[config.mk]
export PLATFORM = sky130hd
export DESIGN_NAME = ic_number_entry
export DESIGN_NICKNAME = d
export VERILOG_FILES = /design/src/rtl/ic_number_entry.sv
export SDC_FILE = /design/constraint.sdc
export NUM_CORES = 1
export LEC_CHECK = 0
export CORE_MARGIN = 2
export CORE_UTILIZATION = 28
export CTS_BUF_LIST = sky130_fd_sc_hd__clkbuf_8
export CTS_CLUSTER_SIZE = 40
export DETAILED_ROUTE_END_ITERATION = 10
export PLACE_DENSITY = 0.47
export SYNTH_ARGS = -nofsm -noshare
export SYNTH_HDL_FRONTEND = slang
export SYNTH_SLANG_ARGS = --single-unit
[constraint.sdc]
create_clock -name clk -period 9.83 [get_ports clk]
set_clock_uncertainty 0.05 [all_clocks]
set_input_delay 1.966 -clock clk [delete_from_list [all_inputs] [get_ports clk]]
set_output_delay 1.966 -clock clk [all_outputs]
set_load 0.01 [all_outputs]
[src/rtl/ic_number_entry.sv]
// ic_number_entry
// Operator-entry front end for the IC tester. Decimal digits from the
// debounced keypad are accumulated into a binary part number (e.g. 7408).
// Enter latches the number and issues a one-cycle start strobe to the
// downstream decode/test stage; Clear abandons the entry.
//
// State table
//   state      | meaning
//   -----------+----------------------------------------------------------
//   ST_EMPTY   | no digits entered, waiting for the first digit
//   ST_ENTRY   | one or more digits entered, number not yet committed
//   ST_LOCKED  | number committed to ic_number; Enter re-issues start
//
// Ports
//   clk           in   system clock
//   rst           in   synchronous reset, active-high
//   key_valid     in   one-cycle strobe, key_code valid
//   key_code      in   [3:0] 0-9 digit, KEY_CLEAR, KEY_ENTER, others ignored
//   tester_busy   in   high while the downstream test sequence runs
//   ic_number     out  [31:0] committed IC number (binary)
//   number_valid  out  high while ic_number holds a committed value
//   start         out  one-cycle test start strobe
//   digit_count   out  [3:0] digits currently entered
//   disp_bcd      out  [4*MAX_DIGITS-1:0] entered digits, newest in low nibble
//   overflow_err  out  one-cycle pulse, digit rejected because entry is full

module ic_number_entry #(
    parameter int         MAX_DIGITS = 5,
    parameter logic [3:0] KEY_CLEAR  = 4'hC,
    parameter logic [3:0] KEY_ENTER  = 4'hE
) (
    input  logic                    clk,
    input  logic                    rst,
    input  logic                    key_valid,
    input  logic [3:0]              key_code,
    input  logic                    tester_busy,
    output logic [31:0]             ic_number,
    output logic                    number_valid,
    output logic                    start,
    output logic [3:0]              digit_count,
    output logic [4*MAX_DIGITS-1:0] disp_bcd,
    output logic                    overflow_err
);

    localparam int         DISP_W  = 4 * MAX_DIGITS;
    localparam logic [3:0] MAX_CNT = 4'(MAX_DIGITS);

    typedef enum logic [1:0] {
        ST_EMPTY  = 2'd0,
        ST_ENTRY  = 2'd1,
        ST_LOCKED = 2'd2
    } state_t;

    state_t              state, state_n;
    logic [31:0]         acc, acc_n;
    logic [31:0]         ic_n;
    logic                nv_n;
    logic                start_n;
    logic                ovf_n;
    logic [3:0]          cnt_n;
    logic [DISP_W-1:0]   disp_n;

    logic                is_digit;
    logic                is_enter;
    logic                is_clear;
    logic [31:0]         acc_mul10;
    logic [DISP_W-1:0]   disp_shift;

    assign is_digit = (key_code <= 4'd9);
    assign is_enter = (key_code == KEY_ENTER);
    assign is_clear = (key_code == KEY_CLEAR);

    // acc*10 + digit without a multiplier; MAX_DIGITS <= 9 keeps this in 32 bits.
    assign acc_mul10  = (acc << 3) + (acc << 1) + {28'd0, key_code};
    assign disp_shift = (disp_bcd << 4) | DISP_W'(key_code);

    always_ff @(posedge clk) begin
        if (rst) begin
            state        <= ST_EMPTY;
            acc          <= '0;
            ic_number    <= '0;
            number_valid <= 1'b0;
            start        <= 1'b0;
            overflow_err <= 1'b0;
            digit_count  <= '0;
            disp_bcd     <= '0;
        end else begin
            state        <= state_n;
            acc          <= acc_n;
            ic_number    <= ic_n;
            number_valid <= nv_n;
            start        <= start_n;
            overflow_err <= ovf_n;
            digit_count  <= cnt_n;
            disp_bcd     <= disp_n;
        end
    end

    always_comb begin
        state_n = state;
        acc_n   = acc;
        ic_n    = ic_number;
        nv_n    = number_valid;
        start_n = 1'b0;
        ovf_n   = 1'b0;
        cnt_n   = digit_count;
        disp_n  = disp_bcd;

        if (key_valid) begin
            case (state)
                ST_EMPTY: begin
                    if (is_digit) begin
                        acc_n   = {28'd0, key_code};
                        disp_n  = DISP_W'(key_code);
                        cnt_n   = 4'd1;
                        state_n = ST_ENTRY;
                    end
                end

                ST_ENTRY: begin
                    if (is_digit) begin
                        if (digit_count < MAX_CNT) begin
                            acc_n  = acc_mul10;
                            disp_n = disp_shift;
                            cnt_n  = digit_count + 4'd1;
                        end else begin
                            ovf_n = 1'b1;
                        end
                    end else if (is_enter) begin
                        if (!tester_busy) begin
                            ic_n    = acc;
                            nv_n    = 1'b1;
                            start_n = 1'b1;
                            state_n = ST_LOCKED;
                        end
                    end else if (is_clear) begin
                        acc_n   = '0;
                        disp_n  = '0;
                        cnt_n   = '0;
                        state_n = ST_EMPTY;
                    end
                end

                ST_LOCKED: begin
                    // An Enter landing while start is still high is dropped so
                    // start can never be high on two consecutive cycles.
                    if (is_enter) begin
                        if (!tester_busy && !start) begin
                            start_n = 1'b1;
                        end
                    end else if (is_clear) begin
                        acc_n   = '0;
                        disp_n  = '0;
                        cnt_n   = '0;
                        ic_n    = '0;
                        nv_n    = 1'b0;
                        state_n = ST_EMPTY;
                    end
                end

                default: begin
                    state_n = ST_EMPTY;
                end
            endcase
        end
    end

endmodule

=== Word-level counts from Yosys, hierarchy flattened ===
Index checks and enable logic that the tools add are counted.
Widths: inputs -> output; s select.

* Flip-flop bits (word level): 93
* Bits in latches: 0
* Memory bits (writable): 0
* Memory bits (read-only): 0
* Input port bits: 8
* Output and inout port bits: 59
* Word-level logic and storage cells: 84
* Memories: 0

* $add $sub $neg: 3
* Multipliers: 0
* Divide/modulo/power cells: 0
* $lt $le $gt $ge: 2
* Equality and inequality tests: 12
* Shift-type cells: 0
* Mux-type cells: 44
* Bitwise gates (word level): 4
* Reductions and logical operators: 11

{| class="wikitable"
|+ Operators with widths
! operator !! number
|-
| $mux 32 || 10
|-
| $mux 20 || 5
|-
| $pmux 32 s3 || 1
|-
| $pmux 32 s2 || 1
|-
| $pmux 20 s3 || 1
|-
| $add 32x32->32 || 1
|-
| $add 32x4->32 || 1
|-
| $mux 4 || 5
|-
| $or 20x4->20 || 1
|-
| $mux 2 || 6
|-
| $ne 2x2->1 const B || 6
|-
| $pmux 4 s3 || 1
|-
| $mux 1 || 11
|-
| $eq 4x4->1 const B || 2
|-
| $reduce_and 7->1 || 1
|-
| $ne 3x3->1 const B || 2
|-
| $pmux 2 s3 || 1
|-
| $reduce_and 5->1 || 1
|-
| $add 4x1->4 const B || 1
|-
| $le 4x4->1 const B || 1
|-
| $lt 4x3->1 const B || 1
|-
| $pmux 1 s2 || 2
|-
| $reduce_and 4->1 || 1
|-
| $reduce_or 4->1 || 1
|-
| other kinds (9) || 12
|}

=== Logic depth before layout (Yosys ltp) ===
Gate-level depths: netlist (run 1).

* Depth in word-level cells: 5
* Mapped depth: 13
* Depth with buffers taken out: 13

=== Worst setup path before layout (run 1) ===
Ideal clock, no wire load.

* Kind: input port to flip-flop
* Start: in key_code[3]
* End: reg acc[30]
* Data arrival time: 4,841 ps
* Data required time: 9,663 ps
* Slack: 4,822 ps
* Cell stages on the path: 13
* Buffers on the path: 0
* Cells stage by stage: inv_1 fa_1 inv_1 fa_1 a21oi_2 o211ai_4 a2111oi_4 o31ai_4 o31ai_4 a21o_1 a21oi_1 or3_1 a32o_1

* Cells in the longest elaborated chain, start to end: 5

{| class="wikitable"
|+ Ends and longest elaborated chain
! item !! line !! source
|-
| start: declaration || 35 || <nowiki>input logic [3:0] key_code,</nowiki>
|-
| parallel branches: the longest is 5 deep, another holds $add 32x4->32 || -- ||
|-
| end signal: assignment || 89 || <nowiki>acc <= acc_n;</nowiki>
|-
| end: declaration || 55 || <nowiki>logic [31:0] acc, acc_n;</nowiki>
|}

Parallel ways; which one is timed is not known. The select of a mux whose other input is x is not followed.
A chain may end at the register's enable or synchronous reset.

=== Final worst setup path (run 1) ===
Ends and elaborated chain as after synthesis.

==> results of run 1 <==
==> layer usage <==
| metal | share of wire | GRT usage | vias to the layer above |
|---|---|---|---|
| li1 | - | - | 2365 |
| met1 | 0.51 | 0.187 | 2133 |
| met2 | 0.44 | 0.215 | 69 |
| met3 | 0.027 | 0.0252 | 17 |
| met4 | 0.017 | 0.0505 | 0 |
| met5 | 0 | 0 | - |
==> flip-flops by register name, indices dropped and copies added (netlist names) <==
signal,count
number_valid,1
ic_number,32
overflow_err,1
state,2
disp_bcd,20
start,1
digit_count,4
acc,32
==> power by group through the flow <==
stage	Combinational (mW)	Clock (mW)	Sequential, mW
after floorplan	0.0389	0	0.392
after global placement	0.0583	0	0.393
after detailed placement	0.0584	0	0.393
after CTS	0.0591	0.278	0.384
after global routing	0.0664	0.292	0.385
final	0.0588	0.265	0.384
==> metrics by stage <==
stage,util,std cells,hold slack [ps]
finish,0.343,919,401
CTS,0.343,919,407
global route,0.343,919,423
global placement,0.333,903,389
detailed placement,0.333,903,394
floorplan,-,631,398
==> worst max-delay path, stage by stage <==
cell	delay, ps
clkdlybuf4s50_1	620
inv_1	120
fa_1	540
inv_1	60
fa_1	460
a21oi_2	250
o211ai_4	130
a2111oi_4	400
o31ai_4	190
o31ai_4	210
a21o_1	140
a21oi_1	60
or3_1	310
a32o_1	240
==> cell usage after synthesis, types with 5 or more instances <==
master	count
buf_2	5
o21ai_1	7
a22o_1	15
o21ai_0	14
nand3_1	43
nand2_1	64
nand2b_1	5
nor2_1	56
dfxtp_1	93
a21o_1	10
nor3_1	7
inv_1	22
a21oi_1	72
o21bai_1	5
a22oi_1	32
xnor2_1	17
clkbuf_1	28
a31oi_1	5
xor2_1	9
ha_1	64
==> worst min path at each step <==
stage | start | slack (ps) | cells past startpoint | to
3_5_place_dp | ic_number[30] | 390 | 2 | ic_number[30]
3_3_place_gp | ic_number[22] | 390 | 2 | ic_number[22]
5_1_grt | ic_number[22] | 420 | 2 | ic_number[22]
6_report | ic_number[30] | 400 | 2 | ic_number[30]
4_1_cts | ic_number[30] | 410 | 2 | ic_number[30]
2_1_floorplan | acc[31] | 400 | 2 | ic_number[31]
==> logic make-up (layout without fill, tap and decap cells) <==
kind of cell / Yosys count / count (layout) / synth area share
AO/OA/AOI/OAI: 194 / 194 / 0.255
AND/OR/NAND/NOR: 193 / 193 / 0.158
flip-flops: 93 / 93 / 0.346
adder cells (fa/ha/maj): 66 / 66 / 0.156
buffers and inverters: 59 / 113 / 0.0423
XOR/XNOR: 26 / 26 / 0.0423
==> final cells by class <==
class                      count  area, sq um  area share
multi-input combinational    479         3290       0.510
sequential                    93         1860       0.289
timing repair buffer          74          716       0.111
tap                          234          293      0.0454
clock buffer                   9          124      0.0192
inverter                      23         86.3      0.0134
clock inverter                 7         76.3      0.0118
==> metrics, run 1 <==
Net Sw Power=0.206 mW; first-pass GRT wire length=22.5 mm; crit path DAT=5720 ps; FF+latch count, synth=93; Tot GR Track Use=0.137; router iterations before antenna repair=4; grt total ovfl=0; CTS Root Cell=clkbuf_8; Clock Path Buffers=2; Die Height=143 um; Hold WC Path Type=reg -> reg; Worst Setup End Kind=flip-flop; CP Max Fanout=8; Comb power frac=0.083; cts-stage hold buffer count=0; Clock power frac=0.374; CTS sink cnt=93; VDD IR max=0.0000584 V; synthesized instance count=631; Routed WL=13.6 mm; hpwl dp=9.66 mm; most frequent cells in the layout=dfxtp_1, a21oi_1, clkdlybuf4s50_1, nand2_1, ha_1; Area after DPL=6240 sq um; Yosys cell types=50; Pwr Total=0.708 mW; Setup crit start kind=input pin; post-route cell area=6440 sq um; vias after detailed routing=4,584; diodes inserted=0; Synth Area per Inst=8.52 sq um; Pleak=2.62 nW; H-Tree Depth=3; input/output buffers=66; critical path endpoint=acc[30]; Top FF cell, synth=dfxtp_1; PostCTS Resize Cnt=0; fin. max-slew vios=0; Critical Path Start=key_code[3]; largest net degree at the start of global routing=78; cell count of the worst reg-to-reg path=13; FMAX=182 MHz; CP required=10,060 ps; Sw Share=0.292; min cycle time layout=5490 ps; DR vias/cell=4.99; Final Hold Vio Count=0; worst setup path class=in -> reg; setup violators final=0; Worst-Margin Slew=927 ps; register share of total power=0.542; initial antenna violation count=0; final setup TNS=0 ps; Synth top area share=0.346; sequential fraction of the synthesis area=0.346; vias in the first global route=4,499; max_slew headroom=0.378; Worst-Skew Late Latency=390 ps; Max-Cap Viols=0; design internal power=0.502 mW; initial core utilization=0.287; share of layout cells above drive strength 1=0.0555; total CTS buffers=9; reg2reg setup slack=6220 ps; Nets=754; DRT iter0 DRCs=299; Post-Synthesis Cell Area=5380 sq um; Power per Cell Area=110 nW/um^2; worst r2r src=acc[0]; Post-synth EDFFs=0; DP Worst Slack=3940 ps; DRC=0; worst setup margin=4340 ps; I/O pin cnt=67; Mapped Nets=705; RSZ-0062 raised after global routing=false; FF-to-FF End=acc[30]; fill count=1,946; Syn. warnings=0; core area=18,800 sq um; Die Span X=143 um; commonest non-fill, non-tap cell in the layout=dfxtp_1; Placer Congestion=0.850; CTS tree=done; Rows=50; synth top area cells=dfxtp_1, ha_1, a21oi_1; die area=20,300 sq um; Async S/R FF share, synth=0; Syn-to-layout area delta=19.8%; final period utilization=0.558; DR WL/cell=14.8 um; antenna-violating nets left=0; clk slew on worst S/H paths=100 ps; setup bufs post-CTS=0; cell taking the most area after synthesis=dfxtp_1; status=finished clean
Note: power is estimated with default switching activity, not from simulation.
==> run 2, diff against run 1 <==
- PLACE_DENSITY: 0.47 -> 0.49
- clock period: 9.83 -> 5 ns (I/O delays scaled with it)
==> run 2 against run 1 <==
- register-to-register slack got worse by 4900 ps
- critical endpoint unchanged
- setup slack got worse by 3700 ps
- routed wire length decreased by 1.3%
- sequential share of layout area decreased by 0.10 points
- design area increased by 0.35%
- via count increased by 0.39%
- non-clock buffer count increased by 4
- cell count increased by 0.44%
==> metrics, run 2 (same netlist as run 1, synthesis figures left out) <==
Final Core Density=0.345 (+0.00120); Power per Cell Area=215 nW/um^2 (+95%); Critical Path Slowest Stage Cell=fa_1; Net Sw Power=0.400 mW (+94%); input/output buffers=66 (unchanged); status=finished clean; Comb power frac=0.085 (+0.002); Clock power frac=0.371 (-0.003); CTS tree=done; Worst Setup End Kind=flip-flop; setup bufs post-CTS=0 (unchanged); register area=1860 sq um (unchanged); vias after detailed routing=4,602 (+0.39%); max_slew headroom=0.502 (+0.125); Clock Path Buffers=2 (unchanged); H-Tree Depth=3 (unchanged); FMAX=229 MHz; diodes inserted=0 (unchanged); Sw Share=0.288 (-0.00311); CTS Root Cell=clkbuf_8; first-pass GRT wire length=22.2 mm (-1.3%); vias in the first global route=4,465 (-0.76%); critical path's largest stage delay=540 ps (-80 ps); Hold WC Path Type=reg -> reg; hpwl dp=9.82 mm (+1.7%); worst r2r src=acc[0]; Final Hold Vio Count=0 (unchanged); core area=18,800 sq um (unchanged); initial core utilization=0.287 (unchanged); CP required=5230 ps (-4830 ps); largest registers=acc (32), ic_number (32), disp_bcd (20); worst setup path class=in -> reg; min cycle time layout=4370 ps; DR vias/cell=4.99 (about the same); I/O pin cnt=67 (unchanged); Nets=758 (+0.53%); DR WL/cell=14.5 um (-1.8%); grt total ovfl=0 (unchanged); Syn-to-layout area delta=20.3%; most frequent cells in the layout=dfxtp_1, a21oi_1, clkdlybuf4s50_1, nand2_1, ha_1; antenna-violating nets left=0 (unchanged); fill count=1,969 (+1.2%); final setup TNS=0 ps (unchanged); clk slew on worst S/H paths=100 ps (about the same); Die Height=143 um (unchanged); commonest non-fill, non-tap cell in the layout=dfxtp_1; setup violators final=0 (unchanged); router iterations before antenna repair=5 (+1); VDD IR max=0.000119 V (+100%); final period utilization=0.874; DRC=0 (unchanged); register share of total power=0.545 (+0.003); crit path DAT=4600 ps (-1120 ps); PostCTS Resize Cnt=0 (unchanged); largest net degree at the start of global routing=41 (-47%); Die Span X=143 um (unchanged); total CTS buffers=9 (unchanged); Tot GR Track Use=0.135 (-0.00175); Worst-Margin Slew=746 ps (-181 ps); Routed WL=13.4 mm (-1.3%); Rows=50 (unchanged); worst-path cell chain=clkdlybuf4s50_1, inv_1, fa_1, inv_1, fa_1, a21oi_2, o211ai_4, a2111oi_4, o31ai_4, o31ai_4, a21o_1, a21oi_1, or3_1, a32o_1; HP Start=ic_number[25]; die area=20,300 sq um (unchanged); Worst-Skew Late Latency=390 ps (about the same); Critical Path Start=key_code[3]; area of the multi-input gates=3290 sq um (unchanged); fin. max-slew vios=0 (unchanged); Max-Cap Viols=0 (unchanged); Area after DPL=6270 sq um (+0.48%); initial antenna violation count=0 (unchanged); Placer Congestion=0.863 (+1.5%); design internal power=0.987 mW (+97%); RSZ-0062 raised after global routing=false; CP Max Fanout=5 (-3); CTS sink cnt=93 (unchanged); Setup crit start kind=input pin; Pleak=2.64 nW (+0.65%); share of layout cells above drive strength 1=0.0610 (+0.00548); DRT iter0 DRCs=228 (-24%); cts-stage hold buffer count=0 (unchanged); post-route cell area=6470 sq um (+0.35%)
## run 2: worst paths after layout
kind | cells after the start | slack (ps) | end
max reg2reg | 13 | 1360 | acc[30]
min | 2 | 400 | ic_number[25]
max | 14 | 630 | acc[30]
min reg2reg | 2 | 400 | ic_number[25]
## run 2: stage by stage
step / total power, mW / std cells / hold slack (ps) / setup WS (ps)
2_1_floorplan: 0.848 / 631 / 398 / 958
3_3_place_gp: 0.889 / 907 / 390 / 294
6_report: 1.39 / 923 / 402 / 631
3_5_place_dp: 0.889 / 907 / 395 / 223
4_1_cts: 1.41 / 923 / 409 / 637
5_1_grt: 1.45 / 923 / 417 / 470
## run 2: power by group through the flow
stage	Combinational, mW	Sequential [mW]	Clock (mW)
floorplan	0.0765	0.771	0
global placement	0.117	0.772	0
detailed placement	0.117	0.772	0
CTS	0.118	0.756	0.539
global route	0.132	0.757	0.564
finish	0.117	0.755	0.515
## run 2: worst max-delay path: cells and delay by family
family                     cells  cell delay (ps)
AOI/OAI and AO/OA              8             1650
and+or+nand+nor                1              310
adders and majority gates      2             1010
buffers and inverters          3              630
## run 2: final cells by class
class                      count  area share
sequential                    93       0.288
inverter                      23      0.0133
clock inverter                 7      0.0106
multi-input combinational    479       0.508
tap                          234      0.0453
timing repair buffer          78       0.115
clock buffer                   9      0.0192
## run 2: per-layer routing
layer / GRT usage / routed length [um]
met4: 0.0542 / 253
met5: 0 / 0
met3: 0.0266 / 345
met1: 0.178 / 6570
met2: 0.217 / 6210
